File: config.mk
export PLATFORM = sky130hd
export DESIGN_NAME = inst_cache_flat
export DESIGN_NICKNAME = d
export VERILOG_FILES = /design/src/rtl/inst_cache_if.sv /design/src/rtl/inst_cache.sv /design/src/flat_wrapper.sv
export SDC_FILE = /design/constraint.sdc
export NUM_CORES = 2
export LEC_CHECK = 0
export ABC_AREA = 1
export CORE_MARGIN = 2
export CORE_UTILIZATION = 53
export CTS_BUF_LIST = sky130_fd_sc_hd__clkbuf_2 sky130_fd_sc_hd__clkbuf_4 sky130_fd_sc_hd__clkbuf_8
export DETAILED_ROUTE_END_ITERATION = 16
export PLACE_DENSITY = 0.76
export SLEW_MARGIN = 20
export SYNTH_ARGS = -nofsm -noshare
export SYNTH_HDL_FRONTEND = slang
export SYNTH_SLANG_ARGS = --single-unit
File: constraint.sdc
create_clock -name i_clk -period 5.6 [get_ports i_clk]
set_clock_uncertainty 0.2 [all_clocks]
set_input_delay 1.12 -clock i_clk [delete_from_list [all_inputs] [get_ports i_clk]]
set_output_delay 1.12 -clock i_clk [all_outputs]
set_load 0.01 [all_outputs]
File: src/rtl/inst_cache_if.sv
// CPU fetch port and instruction-memory word port of the instruction cache.
// The slave view belongs to the cache; the master view belongs to the pipeline and memory side.
interface inst_cache_if;
  logic        cpu_ren;
  logic [31:0] cpu_addr;
  logic [31:0] cpu_data;
  logic        cpu_stall;
  logic        flush;
  logic        mem_req;
  logic [31:0] mem_addr;
  logic [31:0] mem_din;
  logic        mem_ack;

  modport slave  (input  cpu_ren, cpu_addr, flush, mem_din, mem_ack,
                  output cpu_data, cpu_stall, mem_req, mem_addr);
  modport master (output cpu_ren, cpu_addr, flush, mem_din, mem_ack,
                  input  cpu_data, cpu_stall, mem_req, mem_addr);
endinterface

File: src/rtl/inst_cache.sv
// Direct-mapped read-only instruction cache: combinational hits, stall-and-refill on miss,
// one word per memory req/ack, with whole-cache flush.
module inst_cache #(
  parameter int LINES      = 16,
  parameter int LINE_WORDS = 4
) (
  input logic         i_clk,
  input logic         i_rst,
  inst_cache_if.slave bus
);
  localparam int OFF_W = $clog2(LINE_WORDS);
  localparam int IDX_W = $clog2(LINES);
  localparam int TAG_W = 30 - OFF_W - IDX_W;

  typedef enum logic [1:0] {S_IDLE, S_REFILL, S_DONE} state_t;

  state_t             r_state, w_next;
  logic [LINES-1:0]   r_valid;
  logic [TAG_W-1:0]   r_tag  [LINES];
  logic [31:0]        r_data [LINES*LINE_WORDS];
  logic [TAG_W-1:0]   r_miss_tag;
  logic [IDX_W-1:0]   r_miss_idx;
  logic [OFF_W-1:0]   r_cnt;
  logic               r_flush_pend;

  logic [TAG_W-1:0]   w_tag;
  logic [IDX_W-1:0]   w_idx;
  logic [OFF_W-1:0]   w_off;
  logic               w_hit;
  logic               w_last;

  assign w_tag  = bus.cpu_addr[31 -: TAG_W];
  assign w_idx  = bus.cpu_addr[IDX_W+OFF_W+1 : OFF_W+2];
  assign w_off  = bus.cpu_addr[OFF_W+1 : 2];
  assign w_hit  = bus.cpu_ren & r_valid[w_idx] & (r_tag[w_idx] == w_tag);
  assign w_last = (r_cnt == OFF_W'(LINE_WORDS-1));

  always_comb begin
    w_next        = r_state;
    bus.cpu_data  = '0;
    bus.cpu_stall = 1'b0;
    bus.mem_req   = 1'b0;
    bus.mem_addr  = '0;
    case (r_state)
      S_IDLE: begin
        if (w_hit) bus.cpu_data = r_data[{w_idx, w_off}];
        bus.cpu_stall = bus.cpu_ren & ~w_hit;
        if (bus.cpu_ren && !w_hit) w_next = S_REFILL;
      end
      S_REFILL: begin
        bus.cpu_stall = 1'b1;
        bus.mem_req   = 1'b1;
        bus.mem_addr  = {r_miss_tag, r_miss_idx, r_cnt, 2'b00};
        if (bus.mem_ack && w_last) w_next = S_DONE;
      end
      S_DONE: begin
        bus.cpu_stall = 1'b1;
        w_next        = S_IDLE;
      end
      default: w_next = S_IDLE;
    endcase
    // Reset overrides everything, including an in-flight refill request.
    if (i_rst) begin
      w_next        = S_IDLE;
      bus.cpu_data  = '0;
      bus.cpu_stall = 1'b0;
      bus.mem_req   = 1'b0;
      bus.mem_addr  = '0;
    end
  end

  always_ff @(posedge i_clk) begin
    if (i_rst) begin
      r_state      <= S_IDLE;
      r_cnt        <= '0;
      r_flush_pend <= 1'b0;
      r_valid      <= '0;
    end else begin
      r_state <= w_next;
      case (r_state)
        S_IDLE: begin
          if (bus.flush) r_valid <= '0;
          if (bus.cpu_ren && !w_hit) begin
            r_miss_tag <= w_tag;
            r_miss_idx <= w_idx;
            r_cnt      <= '0;
          end
        end
        S_REFILL: begin
          if (bus.flush) r_flush_pend <= 1'b1;
          // Counter holds on the final word; it returns to zero on leaving S_DONE.
          if (bus.mem_ack && !w_last) r_cnt <= r_cnt + 1'b1;
        end
        S_DONE: begin
          if (r_flush_pend || bus.flush) r_valid <= '0;
          else                           r_valid[r_miss_idx] <= 1'b1;
          r_flush_pend <= 1'b0;
          r_cnt        <= '0;
        end
        default: ;
      endcase
    end
  end

  always_ff @(posedge i_clk) begin
    if (!i_rst) begin
      if (r_state == S_REFILL && bus.mem_ack) r_data[{r_miss_idx, r_cnt}] <= bus.mem_din;
      if (r_state == S_DONE)                  r_tag[r_miss_idx] <= r_miss_tag;
    end
  end
endmodule

File: src/flat_wrapper.sv
// flat-port wrapper written by rule: the top's interface ports become plain ports
module inst_cache_flat 
#(
  parameter int LINES      = 16,
  parameter int LINE_WORDS = 4
)
  (i_clk, i_rst, bus_cpu_ren, bus_cpu_addr, bus_flush, bus_mem_din, bus_mem_ack, bus_cpu_data, bus_cpu_stall, bus_mem_req, bus_mem_addr);
  inst_cache_if bus_i ();
  input logic i_clk;
  input logic i_rst;
  input wire logic [$bits(bus_i.cpu_ren)-1:0] bus_cpu_ren;
  input wire logic [$bits(bus_i.cpu_addr)-1:0] bus_cpu_addr;
  input wire logic [$bits(bus_i.flush)-1:0] bus_flush;
  input wire logic [$bits(bus_i.mem_din)-1:0] bus_mem_din;
  input wire logic [$bits(bus_i.mem_ack)-1:0] bus_mem_ack;
  output wire logic [$bits(bus_i.cpu_data)-1:0] bus_cpu_data;
  output wire logic [$bits(bus_i.cpu_stall)-1:0] bus_cpu_stall;
  output wire logic [$bits(bus_i.mem_req)-1:0] bus_mem_req;
  output wire logic [$bits(bus_i.mem_addr)-1:0] bus_mem_addr;
  assign bus_i.cpu_ren = bus_cpu_ren;
  assign bus_i.cpu_addr = bus_cpu_addr;
  assign bus_i.flush = bus_flush;
  assign bus_i.mem_din = bus_mem_din;
  assign bus_i.mem_ack = bus_mem_ack;
  assign bus_cpu_data = bus_i.cpu_data;
  assign bus_cpu_stall = bus_i.cpu_stall;
  assign bus_mem_req = bus_i.mem_req;
  assign bus_mem_addr = bus_i.mem_addr;
  inst_cache #(.LINES(LINES), .LINE_WORDS(LINE_WORDS)) u_core (.i_clk(i_clk), .i_rst(i_rst), .bus(bus_i));
endmodule
==> results.txt <==
The run finished with clean final reports. The total of max-cap violations came out at 0. The share of the yosys chip area belonging to registers came out at 0.750. For this run, design rule violations remaining after detail routing come to 0.

The tools report the maximum clock frequency as 181 MHz. The number of failing hold endpoints at the final stage is 0. Summed over all cells, the static leakage comes to 38.1 nW.

After technology mapping, the gate count stands at 7,696. Dividing the detail-routed via count by the number of cells gives 6.22. In the final layout, flip-flops and latches occupy 74,300 um^2. A synthesized cell averages 12.9 um^2. After layout, the worst setup slack is 0.0762 ns. The fraction of layout instances using a drive strength above 1 was 0.141. The share of power burned in the clock network is 0.388, and the global-route wire length before repair is 394 mm. Detailed placement finished with a half-perimeter wire length of 148 mm.

The synthesized netlist contains 36 unique library cells. The sink count of the clock tree came out at 2,481. The signal on the critical path passes through buf_8 > inv_8 > buf_12 > o21ai_0 > o221a_2 > nor3_1 > buf_4 > a311oi_1 > buf_4 > o21ai_0 > buf_4 > nand3_1 > nor2_1 > clkdlybuf4s50_1. The die covers 190,000 um^2.

After synthesis the cells add up to 99,000 um^2. For this run, the number of Yosys warnings is 0. The dominant synthesized flop cell was sky130_fd_sc_hd__edfxtp_1.

Setup violations remaining at the end of the flow were counted as 0. In this run, synthesis inferred 2,460 flip-flops with an integrated enable. The critical path's most frequent cell was sky130_fd_sc_hd__buf_4. The post-layout utilization of the core is 0.608.

The proportion of power drawn by flip-flops and latches is 0.548. Data on the critical path is required at its endpoint by 4.28 ns. The placement-stage worst setup slack came out at 0.0792 ns.

Horizontal extent of the die: 436 um. For the number of global-route vias before repair, the log shows 64.5k. Of all nets on the critical path, the largest fanout is 22.

Summed over all failing endpoints, the final setup total negative slack is 0 ns. The count of nets left with antenna violations once routing finished came out at 0. The run gives 121 as the maximum number of pins on one net before global-route repair. The post-route fraction of the period consumed by the critical path is 0.986, and the number of CTS-inserted buffers is 392. The number of buffers on the longest clock path was 4. Proportion of synthesized flip-flops having asynchronous set or reset: 0. For the pin with the worst max-slew slack, the measured transition is 1.19 ns. The flip-flop and latch count after synthesis was 2,481; the buffers inserted during post-CTS setup optimization was 0. The overall routing resource usage was 0.274. The clock tree synthesis step divided the H-tree into 5 levels. After the last flow step, the layout net total stands at 8,130. The tools report the max-slew violation total from the final report as 0. Data on the critical path arrives at its endpoint at 4.20 ns. The total power of the final layout was 37.5 mW; the weighted congestion at the end of routability-driven global placement was 0.867. The run gives 67.3k as the total via count after detailed routing.

The part of the power in combinational logic came out at 0.064. The internal portion of the total power is 29.0 mW. The launching element type of the critical path is an input pin. The area growth from synthesis to layout is 14.0%. Dividing total power by cell area gives a power density of 332 nW/um^2. The die is 436 um tall. The layout has 13.4k filler cells. For the worst-skew pair, the clock arrives at the later sink with an insertion delay of 1.05 ns. The multi-input combinational cells in the finished layout cover a total of 22,200 um^2. The initial DRC count is 9,192. The worst-case IR drop observed on VDD is 0.288 mV. For this run, the slowest stage of the critical path takes 0.56 ns.

The cell sitting at the root of the clock tree is a sky130_fd_sc_hd__clkbuf_8. Setup repair after global routing left no endpoint under its margin. Dividing the detail-routed wire length by the instance count gives 24.9 um. The initial standard-cell utilization of the core is 0.533, and the top-level port count is 135. The run gives 0.203 as the relative slew slack.

Summed over all nets, the switching power comes to 8.51 mW. The worst setup path is of the input pin to primary output kind. The nature of the critical path endpoint is a primary output.

Buffers placed on the I/O ports in this run total 130. TritonCTS built the clock tree. The total area inside the core boundary comes to 186,000 um^2. The first detailed-routing pass ran for 8 iterations. For this run the aggregate overflow at the end of global routing stands at 0. Kind of path behind the tightest hold check: flop to flop.

For this design, the slowest cell found on the critical path is sky130_fd_sc_hd__clkdlybuf4s50_1. The number of antenna violations at the first check in global routing was 12. The clock edge transition at the registers on the reported setup and hold paths is 0.06 ns, and the number of core rows is 158. The share of total power consumed by net switching came out at 0.227.

The smallest clock period supported by the final layout is computed as 5.52 ns. For the detailed-route wire length, the log shows 269 mm.
-- repair_timing --
action,CTS,global route
resized for setup,0,11
setup endpoints to repair,0,32
hold buffers,0,0
-- worst max-delay path: cells and delay by family --
kind            cells  cell delay (ns)
compound gates      4             0.59
simple gates        3             0.72
buf+inv             7             1.70
-- synthesized netlist by cell type, drive strengths merged (2+ instances only) --
cell	number	area [um^2]
o221a	75	845
a311o	14	140
nor2	877	3290
o21ai	750	3750
a221oi	14	123
nand2	1344	5050
o221ai	256	2240
dfxtp	21	420
nand3b	6	45.0
ha	5	62.6
edfxtp	2460	73900
o22ai	2	12.5
or2	2	12.5
inv	197	744
nor4	2	12.5
clkbuf	430	1610
nor3	128	641
o211ai	15	113
nand3	621	3110
nand4	15	93.8
buf	125	701
a21oi	219	1100
a311oi	114	998
-- layer usage --
metal | global-route usage | wire length (um)
met1 | 0.365 | 97700
met2 | 0.435 | 128000
met3 | 0.0602 | 33200
met4 | 0.119 | 10800
met5 | 0 | 59
-- flip-flops by register name, indices dropped and copies added, names as in the netlist --
| register | cells |
|---|---|
| u_core.r_miss_idx | 4 |
| u_core.r_valid | 16 |
| u_core.r_data | 2048 |
| u_core.r_miss_tag | 24 |
| u_core.r_tag | 384 |
| u_core.r_cnt | 2 |
| u_core.r_flush_pend | 1 |
| u_core.r_state | 2 |
-- kinds of logic after synthesis --
family | synth area share
other | 0.0000379
adders and majority gates | 0.000632
and+or+nand+nor | 0.124
AOI/OAI and AO/OA | 0.0944
buffers and inverters | 0.0309
DFF | 0.750
-- power by group through the flow --
stage          Combinational (mW)  Sequential [mW]  Clock (mW)
2_1_floorplan                1.23             20.9           0
3_5_place_dp                 2.31             20.9           0
3_3_place_gp                 2.24             20.9           0
4_1_cts                      2.32             20.5        14.7
6_report                     2.41             20.5        14.5
5_1_grt                      2.57             20.5        15.4
-- cell type report --
cell class              instances  area share
well taps                    2480      0.0275
flip-flops and latches       2481       0.658
clock buffers                 534      0.0577
clock inverters               131     0.00666
repair inverters                2    0.000200
diodes                          2   0.0000443
inverters                     198     0.00702
multi-input cells            4463       0.197
repair buffers                518      0.0456
-- per-stage QoR --
| stage | instances | area, um^2 | hold WS [ns] |
|---|---|---|---|
| after floorplan | 7697 | 99000 | 0.230 |
| after global placement | 10133 | 105000 | 0.238 |
| after detailed placement | 10133 | 105000 | 0.245 |
| after CTS | 10798 | 113000 | 0.255 |
| after global routing | 10809 | 113000 | 0.215 |
| final | 10809 | 113000 | 0.257 |
-- placed cells by master (no fill, tap or decap), types with 134 or more instances in the layout --
| cell type | synthesis | routed |
|---|---|---|
| sky130_fd_sc_hd__a21oi_1 | 219 | 219 |
| sky130_fd_sc_hd__inv_1 | 193 | 191 |
| sky130_fd_sc_hd__nor2_1 | 877 | 811 |
| sky130_fd_sc_hd__clkbuf_4 | 0 | 134 |
| sky130_fd_sc_hd__buf_4 | 16 | 331 |
| sky130_fd_sc_hd__nand2_1 | 1343 | 1343 |
| sky130_fd_sc_hd__clkbuf_8 | 0 | 400 |
| sky130_fd_sc_hd__o221ai_1 | 256 | 256 |
| sky130_fd_sc_hd__nand3_1 | 621 | 621 |
| sky130_fd_sc_hd__o21ai_0 | 736 | 733 |
| sky130_fd_sc_hd__edfxtp_1 | 2460 | 2460 |
-- path summary, 6_finish.rpt --
| path | from | to | slack (ns) | cells past startpoint |
|---|---|---|---|---|
| worst max-delay path | bus_cpu_addr[3] | bus_cpu_data[28] | 0.08 | 14 |
| worst min-delay path | u_core.r_valid[14]$_SDFFE_PP0P_ | u_core.r_valid[14]$_SDFFE_PP0P_ | 0.26 | 2 |
| worst max register to register | u_core.r_state[1]$_SDFFE_PP0P_ | u_core.r_data[58][22]$_DFFE_PP_ | 1.90 | 9 |
| worst min register to register | u_core.r_valid[14]$_SDFFE_PP0P_ | u_core.r_valid[14]$_SDFFE_PP0P_ | 0.26 | 2 |
(Power assumes the default switching activity.)
